--- config.mk ---
export PLATFORM = sky130hd
export DESIGN_NAME = stream_width_converter
export DESIGN_NICKNAME = d
export VERILOG_FILES = /design/src/rtl/stream_width_converter_pkg.sv /design/src/rtl/stream_width_converter.sv
export SDC_FILE = /design/constraint.sdc
export NUM_CORES = 1
export LEC_CHECK = 0
export ABC_CLOCK_PERIOD_IN_PS = 2000
export CAP_MARGIN = 20
export CORE_MARGIN = 2
export CORE_UTILIZATION = 46
export DETAILED_ROUTE_END_ITERATION = 16
export HOLD_SLACK_MARGIN = 0.08
export PLACE_DENSITY = 0.74
export SKIP_LAST_GASP = 1
export SYNTH_ARGS = -nofsm -noshare
export SYNTH_HDL_FRONTEND = slang
export SYNTH_SLANG_ARGS = --single-unit
--- constraint.sdc ---
create_clock -name clk -period 2 [get_ports clk]
set_input_delay 0.5 -clock clk [delete_from_list [all_inputs] [get_ports clk]]
set_output_delay 0.5 -clock clk [all_outputs]
set_load 0.03 [all_outputs]
--- src/rtl/stream_width_converter_pkg.sv ---
// Shared definitions for the stream width converter: state encoding,
// common stream widths and the counter-width helper.
package stream_width_converter_pkg;

  localparam int BYTE_LEN = 8;

  typedef enum logic [1:0] {
    ST_RUN,
    ST_DRAIN,
    ST_FIN
  } swc_state_e;

  // Bits needed to hold the values 0..value-1.
  function automatic int clog2(input int value);
    int bits;
    bits = 0;
    while ((1 << bits) < value) bits++;
    return bits;
  endfunction

endpackage

--- src/rtl/stream_width_converter.sv ---
// LSB-first stream width converter with downstream backpressure, end-of-stream
// draining, optional zero padding of the final partial word and truncation flag.
module stream_width_converter
  import stream_width_converter_pkg::*;
#(
  parameter int IN_LEN    = BYTE_LEN,
  parameter int OUT_LEN   = 2,
  parameter bit PAD_FINAL = 1'b1
) (
  input  logic               clk,
  input  logic               rstn,
  input  logic               inclk,
  input  logic [IN_LEN-1:0]  in,
  input  logic               in_done,
  input  logic               downstream_rdy,
  output logic               rdy,
  output logic               outclk,
  output logic [OUT_LEN-1:0] out,
  output logic               done,
  output logic               trunc
);

  localparam int BUF_LEN = IN_LEN + OUT_LEN - 1;
  localparam int CNT_W   = clog2(BUF_LEN + 1);
  localparam logic [CNT_W-1:0] OUT_CNT = CNT_W'(OUT_LEN);
  localparam logic [CNT_W-1:0] IN_CNT  = CNT_W'(IN_LEN);

  swc_state_e         state;
  swc_state_e         state_nxt;
  logic [BUF_LEN-1:0] buf_q;
  logic [BUF_LEN-1:0] buf_shift;
  logic [BUF_LEN-1:0] buf_nxt;
  logic [BUF_LEN-1:0] in_ext;
  logic [CNT_W-1:0]   cnt;
  logic [CNT_W-1:0]   cnt_next_base;
  logic [CNT_W-1:0]   cnt_nxt;
  logic               trunc_pend;
  logic               trunc_pend_nxt;
  logic               full;
  logic               fire;
  logic               pad_fire;
  logic               accept;

  // Bits above cnt in buf_q are always zero, so new words can be OR-ed in
  // and a padded final word needs no explicit masking.
  always_comb begin
    full          = (cnt >= OUT_CNT);
    fire          = full && downstream_rdy && (state != ST_FIN);
    cnt_next_base = fire ? (cnt - OUT_CNT) : cnt;
    rdy           = rstn && (state == ST_RUN) && (cnt_next_base < OUT_CNT);
    accept        = inclk && rdy;
    pad_fire      = PAD_FINAL && (state == ST_DRAIN) && !full &&
                    (cnt != '0) && downstream_rdy;
    in_ext        = BUF_LEN'(in);
    buf_shift     = fire ? (buf_q >> OUT_LEN) : buf_q;
    buf_nxt       = buf_shift | (accept ? (in_ext << cnt_next_base) : '0);
    cnt_nxt       = cnt_next_base + (accept ? IN_CNT : '0);
  end

  always_comb begin
    state_nxt      = state;
    trunc_pend_nxt = trunc_pend;
    case (state)
      ST_RUN: begin
        if (in_done) state_nxt = ST_DRAIN;
      end
      ST_DRAIN: begin
        // A full word that empties the buffer finishes the stream directly,
        // so done always lands one cycle after the last outclk.
        if (fire) begin
          if (cnt_next_base == '0) state_nxt = ST_FIN;
        end else if (!full) begin
          if (cnt == '0) begin
            state_nxt = ST_FIN;
          end else if (PAD_FINAL) begin
            if (downstream_rdy) state_nxt = ST_FIN;
          end else begin
            trunc_pend_nxt = 1'b1;
            state_nxt      = ST_FIN;
          end
        end
      end
      ST_FIN: begin
        trunc_pend_nxt = 1'b0;
        state_nxt      = ST_RUN;
      end
      default: begin
        trunc_pend_nxt = 1'b0;
        state_nxt      = ST_RUN;
      end
    endcase
  end

  always_ff @(posedge clk) begin
    if (!rstn) begin
      state      <= ST_RUN;
      trunc_pend <= 1'b0;
    end else begin
      state      <= state_nxt;
      trunc_pend <= trunc_pend_nxt;
    end
  end

  always_ff @(posedge clk) begin
    if (!rstn) begin
      cnt    <= '0;
      buf_q  <= '0;
      out    <= '0;
      outclk <= 1'b0;
      done   <= 1'b0;
      trunc  <= 1'b0;
    end else begin
      outclk <= fire || pad_fire;
      if (fire || pad_fire) out <= buf_q[OUT_LEN-1:0];
      done  <= (state == ST_FIN);
      trunc <= (state == ST_FIN) && trunc_pend;
      if (state == ST_FIN) begin
        cnt   <= '0;
        buf_q <= '0;
      end else begin
        cnt   <= cnt_nxt;
        buf_q <= buf_nxt;
      end
    end
  end

endmodule

==> results.toml, run 1 <==
[place]
detailed_place_hpwl_um = 1956
dp_cells = 189
portBuffers = 17
place_area_mm2 = 0.001398
place_congestion = 0.8427

[synthesis]
yosysTopAreaCell = "dfxtp_1"
ys_ff_latch = 18
syn_area_per_cell_um2 = 8.157
netlist.area_leader.share = 0.3478
synth_area_mm2 = 0.001036
yosys_warnings = 0
synthTopCellsByArea = "dfxtp_1 35%, mux2i_1 7.7%, nor2_1 5.1%, a21oi_1 4.8%, nand2_1 4.7%"
syn_inst = 127
seq_area_frac_synth = 0.3478
synth_nets = 143
yosysUniqueCellTypes = 37

[clock_network]
htreeDepth = 1
cts_tree = "done"
clk_pin_slew_ps = 120
clk-insertion-delay-late_ps = 310
root_buffer = "clkbuf_4"
cts_buffer_depth = 2
cts.sinks = 18
cts_buffers = 3

[pwr]
p_leak_nw = 0.6217
ir_drop_uv = 1001
p_total_mw = 2.407
p_per_area_mw_per_mm2 = 1606

[timing]
final.setup.tns_ps = -462.9
hold_viol = 0
setup_violations = 7
final.setup.worst_slack_ps = -311.7
slew_viol_final = 0
clock.fmax_ghz = 0.4326
period_share = 1.156
fin_skew_ps = 14.43
finalCriticalPeriod_ps = 2312
rsz0062_at_grt = "yes"

[flow_run]
drv_cap = 0

[die]
rows = 17
core_mm2 = 0.002170
start_util = 0.4775
die_w_um = 51.46
io_pins = 19
die_h_um = 51.46
die_area_mm2 = 0.002648

[route]
wl_per_cell_um = 13.49
antenna_left = 0
vias = 1061
route.detailed.drc = 0
first_pass_iters = 4
drt_iter0_markers = 20
via_per_inst = 5.441
wl_um = 2630

[worst_setup_path]
start_kind = "flip-flop"
end_kind = "output port"
crit_required_ps = 1500
arrival_ps = 1810
worstSetupPathType = "flip-flop to output port"
worstPathMaxFanout = 4

[grt]
overflow = 0
grt_max_degree = 12
first_global_vias = 1019
grt_usage = 0.2135
grt_pass1_wl_um = 4236
antenna_found_initial = 0

[layout]
fillers = 194
drive_gt1_frac = 0.2934
antenna_cells = 0
areaGrowthSynthToFinish_pct = 44.69
final_nets = 184
regArea_um2 = 365.4
multi_input_area_um2 = 656.9
finalInstanceArea_mm2 = 0.001499
layoutNonFillerInstCount = 195

[outcome]
violations = "negative setup slack"
outcome = "finished with violations"

[hold_path]
hold_class = "flip-flop to flip-flop"
cells by family (layout without fill, tap and decap cells):
| group | Yosys count | in the layout | share of synthesized area |
|---|---|---|---|
| AOI/OAI and AO/OA | 33 | 33 | 0.2005 |
| DFF | 18 | 18 | 0.3478 |
| buffers and inverters | 14 | 54 | 0.06039 |
| adders and majority gates | 3 | 3 | 0.03624 |
| and+or+nand+nor | 47 | 47 | 0.2392 |
| other | 1 | 1 | 0.003620 |
| muxes | 11 | 11 | 0.1123 |
per-stage QoR:
step                      setup slack, ps    util  hold WS, ps
after floorplan                     13.21       -        428.8
after global placement             -240.8  0.6442        437.9
after detailed placement           -308.0  0.6442        457.6
after CTS                          -302.5  0.6724        471.6
after global routing               -357.0  0.6909        492.4
final                              -311.7  0.6909        464.4
worst max-delay path, stage by stage (launching register included):
cell	delay (ps)
dfxtp_4	390
buf_6	120
or4_4	530
nand4_1	140
and3_4	190
buf_6	120
cell type report:
cell class	count	area share
multi-input combinational	95	0.4382
timing repair buffer	42	0.2504
sequential	18	0.2437
clock buffer	4	0.02421
tap	28	0.02337
inverter	8	0.02003
cell usage after synthesis:
cell type	number
o21ai_0	3
mux2_2	2
clkbuf_1	2
buf_2	2
nand3_4	1
mux2i_1	8
or2_2	1
a21oi_1	10
ha_1	3
a211oi_1	2
and3_1	1
o32ai_1	1
nor4_2	1
a2111oi_0	2
dfxtp_1	18
conb_1	1
nand3_1	6
nand2b_1	3
nand4_2	1
mux2i_2	1
nor2b_1	1
buf_4	2
a2bb2oi_1	2
nor2_1	14
inv_2	2
nand2_1	13
nor3_1	1
inv_1	6
o22a_1	2
nor3b_1	1
o21ai_1	4
o21a_1	2
a31oi_1	2
or4_4	1
o22ai_1	3
nand4_1	1
and2_1	1
timing repair:
action	CTS	global route
hold buffers	0	0
setup buffers	1	1
setup endpoints to repair	7	12
pin swaps	1	1
resized for setup	5	6
layer usage:
| layer | up-vias | GRT usage | routed length (um) |
|---|---|---|---|
| met1 | 491 | 0.2396 | 1150 |
| li1 | 532 | - | - |
| met4 | 0 | 0.06579 | 50 |
| met2 | 32 | 0.4081 | 1305 |
| met5 | - | 0 | 0 |
| met3 | 6 | 0.02924 | 124 |
flip-flops by register name, summed over array words and instances, names as in the netlist:
name and count:
buf_q 9, out 2, cnt 3, done 1, state 2, outclk 1
power by group:
part	internal, mW	switching (mW)
clock network	0.111	0.128
logic	0.833	0.760
registers	0.481	0.0937
final timing paths:
kind / slack [ps] / to / start / cells after the start
setup / recovery: -310 / rdy / cnt[1] / 5
hold reg to reg: 460 / out[1] / buf_q[1] / 2
hold / removal: 460 / out[1] / buf_q[1] / 2
setup reg to reg: -40 / buf_q[0] / cnt[1] / 7
layout by cell type (no fill, tap or decap), drive strengths merged, types with 3 or more instances in the layout:
master,count
a21oi,10
buf,26
clkbuf,4
clkdlybuf4s50,16
dfxtp,18
ha,3
inv,8
mux2i,9
nand2,13
nand2b,3
nand3,7
nor2,14
o21ai,7
o22ai,3
No activity file was read; power rests on OpenSTA's default activity.
==> run 2, diff against run 1 <==
--- a/config.mk
+++ b/config.mk
@@ -9,6 +9,7 @@
 export CAP_MARGIN = 20
 export CORE_MARGIN = 2
 export CORE_UTILIZATION = 46
+export CTS_CLUSTER_DIAMETER = 120
 export DETAILED_ROUTE_END_ITERATION = 16
 export HOLD_SLACK_MARGIN = 0.08
 export PLACE_DENSITY = 0.74
==> results of run 2 <==
The final DEF is identical to that of run 1; final timing and power are the same.
==> run 3, diff against run 2 <==
--- a/config.mk
+++ b/config.mk
@@ -13,7 +13,9 @@
 export DETAILED_ROUTE_END_ITERATION = 16
 export HOLD_SLACK_MARGIN = 0.08
 export PLACE_DENSITY = 0.74
+export SETUP_SLACK_MARGIN = 0.15
 export SKIP_LAST_GASP = 1
+export SLEW_MARGIN = 40
 export SYNTH_ARGS = -nofsm -noshare
 export SYNTH_HDL_FRONTEND = slang
 export SYNTH_SLANG_ARGS = --single-unit
==> results.toml, run 3 (synthesized netlist as in run 1, its figures left out) <==
[outcome]
outcome = "finished with violations"
violations = "negative setup slack"

[worst_setup_path]
cpLargestDelayFamily = "simple AND/OR/NAND/NOR gates"
worstPathMaxFanout = 2
ff2ff_setup_slack_ps = -180
r2r_start = "cnt[2]"
cp_slowest_cell = "or4_4"
crit_required_ps = 1500
end_kind = "output port"
crit_chain = "inv_2, ha_4, or4_4, nand4_1, and3_4, buf_6"
worst-path-buf-inv = 2
worst-r2r-cell-count = 10
r2r-end = "buf_q[6]"
worstSetupPathType = "flip-flop to output port"
start_kind = "flip-flop"
arrival_ps = 1780
slowest_delay_ps = 480

[timing]
slew_viol_final = 0
fin_skew_ps = 6.713
setup_violations = 10
clock.fmax_ghz = 0.4395
rsz0062_at_grt = "yes"
period_share = 1.138
hold_viol = 0
finalCriticalPeriod_ps = 2275
final.setup.worst_slack_ps = -275.3
whs_ps = 457.7

[place]
dp_cells = 187
detailed_place_hpwl_um = 2053
place_congestion = 0.8701
portBuffers = 17

[layout]
areaGrowthSynthToFinish_pct = 44.20
layoutNonFillerInstCount = 196
final_nets = 185
largest_reg_flops = 9
reg.largest.list = "buf_q x9, cnt x3"
regMostFlops = "buf_q"
antenna_cells = 0
layout_commonest_cell = "buf_4"
drive_gt1_frac = 0.2857
final_core_util = 0.6886
layout_common_cells = "24 x buf_4, 16 x dfxtp_1, 15 x clkdlybuf4s50_1"

[die]
start_util = 0.4775
io_pins = 19
die_area_mm2 = 0.002648
core_mm2 = 0.002170
die_w_um = 51.46
rows = 17
die_h_um = 51.46

[pwr]
ir_drop_uv = 987.9
p_per_area_mw_per_mm2 = 1605
p_leak_nw = 0.6429

[clock_network]
cts_tree = "done"
clk_pin_slew_ps = 110
htreeDepth = 1
ctsHoldBuffers = 0
clk-insertion-delay-late_ps = 300
cts.sinks = 18
cts_buffer_depth = 2
root_buffer = "clkbuf_4"
cts_buffers = 3

[route]
wl_per_cell_um = 13.95
via_per_inst = 5.628
antenna_left = 0
drt_iter0_markers = 26
first_pass_iters = 4
route.detailed.drc = 0
wl_um = 2735
vias = 1103

[hold_path]
min_delay_worst_endpoint = "out[1]"
hold_path_depth = 2
hold_class = "flip-flop to flip-flop"
min_from = "out[1]"

[grt]
antenna_found_initial = 0
grt_usage = 0.2275
grt_max_degree = 12
grt_pass1_wl_um = 4443
first_global_vias = 1053
overflow = 0

[flow_run]
drv_cap = 0
[run 3: cell count changes in the layout (fill, tap and decap cells not counted), sizes merged]
cell           delta
clkdlybuf4s50     -1
dlymetal6s2s      +1
buf               +1
[run 3: layer usage]
metal / GRT usage / up-vias / part of all wire
li1: - / 534 / -
met1: 0.2396 / 518 / 0.40
met2: 0.4103 / 41 / 0.51
met3: 0.03509 / 10 / 0.055
met4: 0.1535 / 0 / 0.027
met5: 0 / - / 0
[run 3: final cells by class]
class                           count  area [um2]
Inverter                            8       30.03
Clock buffer                        4       36.28
Fill cell                         183       675.6
Sequential cell                    18       367.9
Timing Repair Buffer               43       385.4
Multi-Input combinational cell     95       639.4
Tap cell                           28       35.03
[run 3: how the worst max path moves through the flow]
stage	start	depth (start not counted)	end	slack (ps)
5_1_grt	cnt[2]	6	rdy	-320
3_3_place_gp	rstn	5	rdy	-240
3_5_place_dp	rstn	5	rdy	-320
2_1_floorplan	cnt[2]	5	rdy	70
6_report	cnt[2]	6	rdy	-280
4_1_cts	cnt[2]	6	rdy	-270
[run 3: repair_timing]
action                     in CTS  in global routing
resized for setup               4                  2
setup endpoints to repair      12                 13
setup buffers                   3                  2
pin swaps                       1                  3
cloned                          0                  0
[run 3: per-stage QoR]
step / setup TNS [ps] / setup slack, ps / total power [mW] / area [um2]
floorplan: 0 / 72.11 / 1.479 / 1059
detailed placement: -1848 / -322.0 / 2.015 / 1399
global route: -2119 / -315.7 / 2.554 / 1494
global placement: -1123 / -242.4 / 1.960 / 1399
finish: -1362 / -275.3 / 2.398 / 1494
CTS: -534.3 / -268.7 / 2.320 / 1473
[run 3: worst min-delay path: cells and delay by family, from the launching register on]
family          cells  cell delay [ps]
compound gates      1               50
simple gates        1               50
flops               1              320
[run 3: power by group]
part | internal (mW) | leakage, nW | switching [mW]
clock network | 0.111 | 0.0210 | 0.122
logic | 0.829 | 0.473 | 0.752
registers | 0.485 | 0.149 | 0.0989
total | 1.43 | 0.643 | 0.973
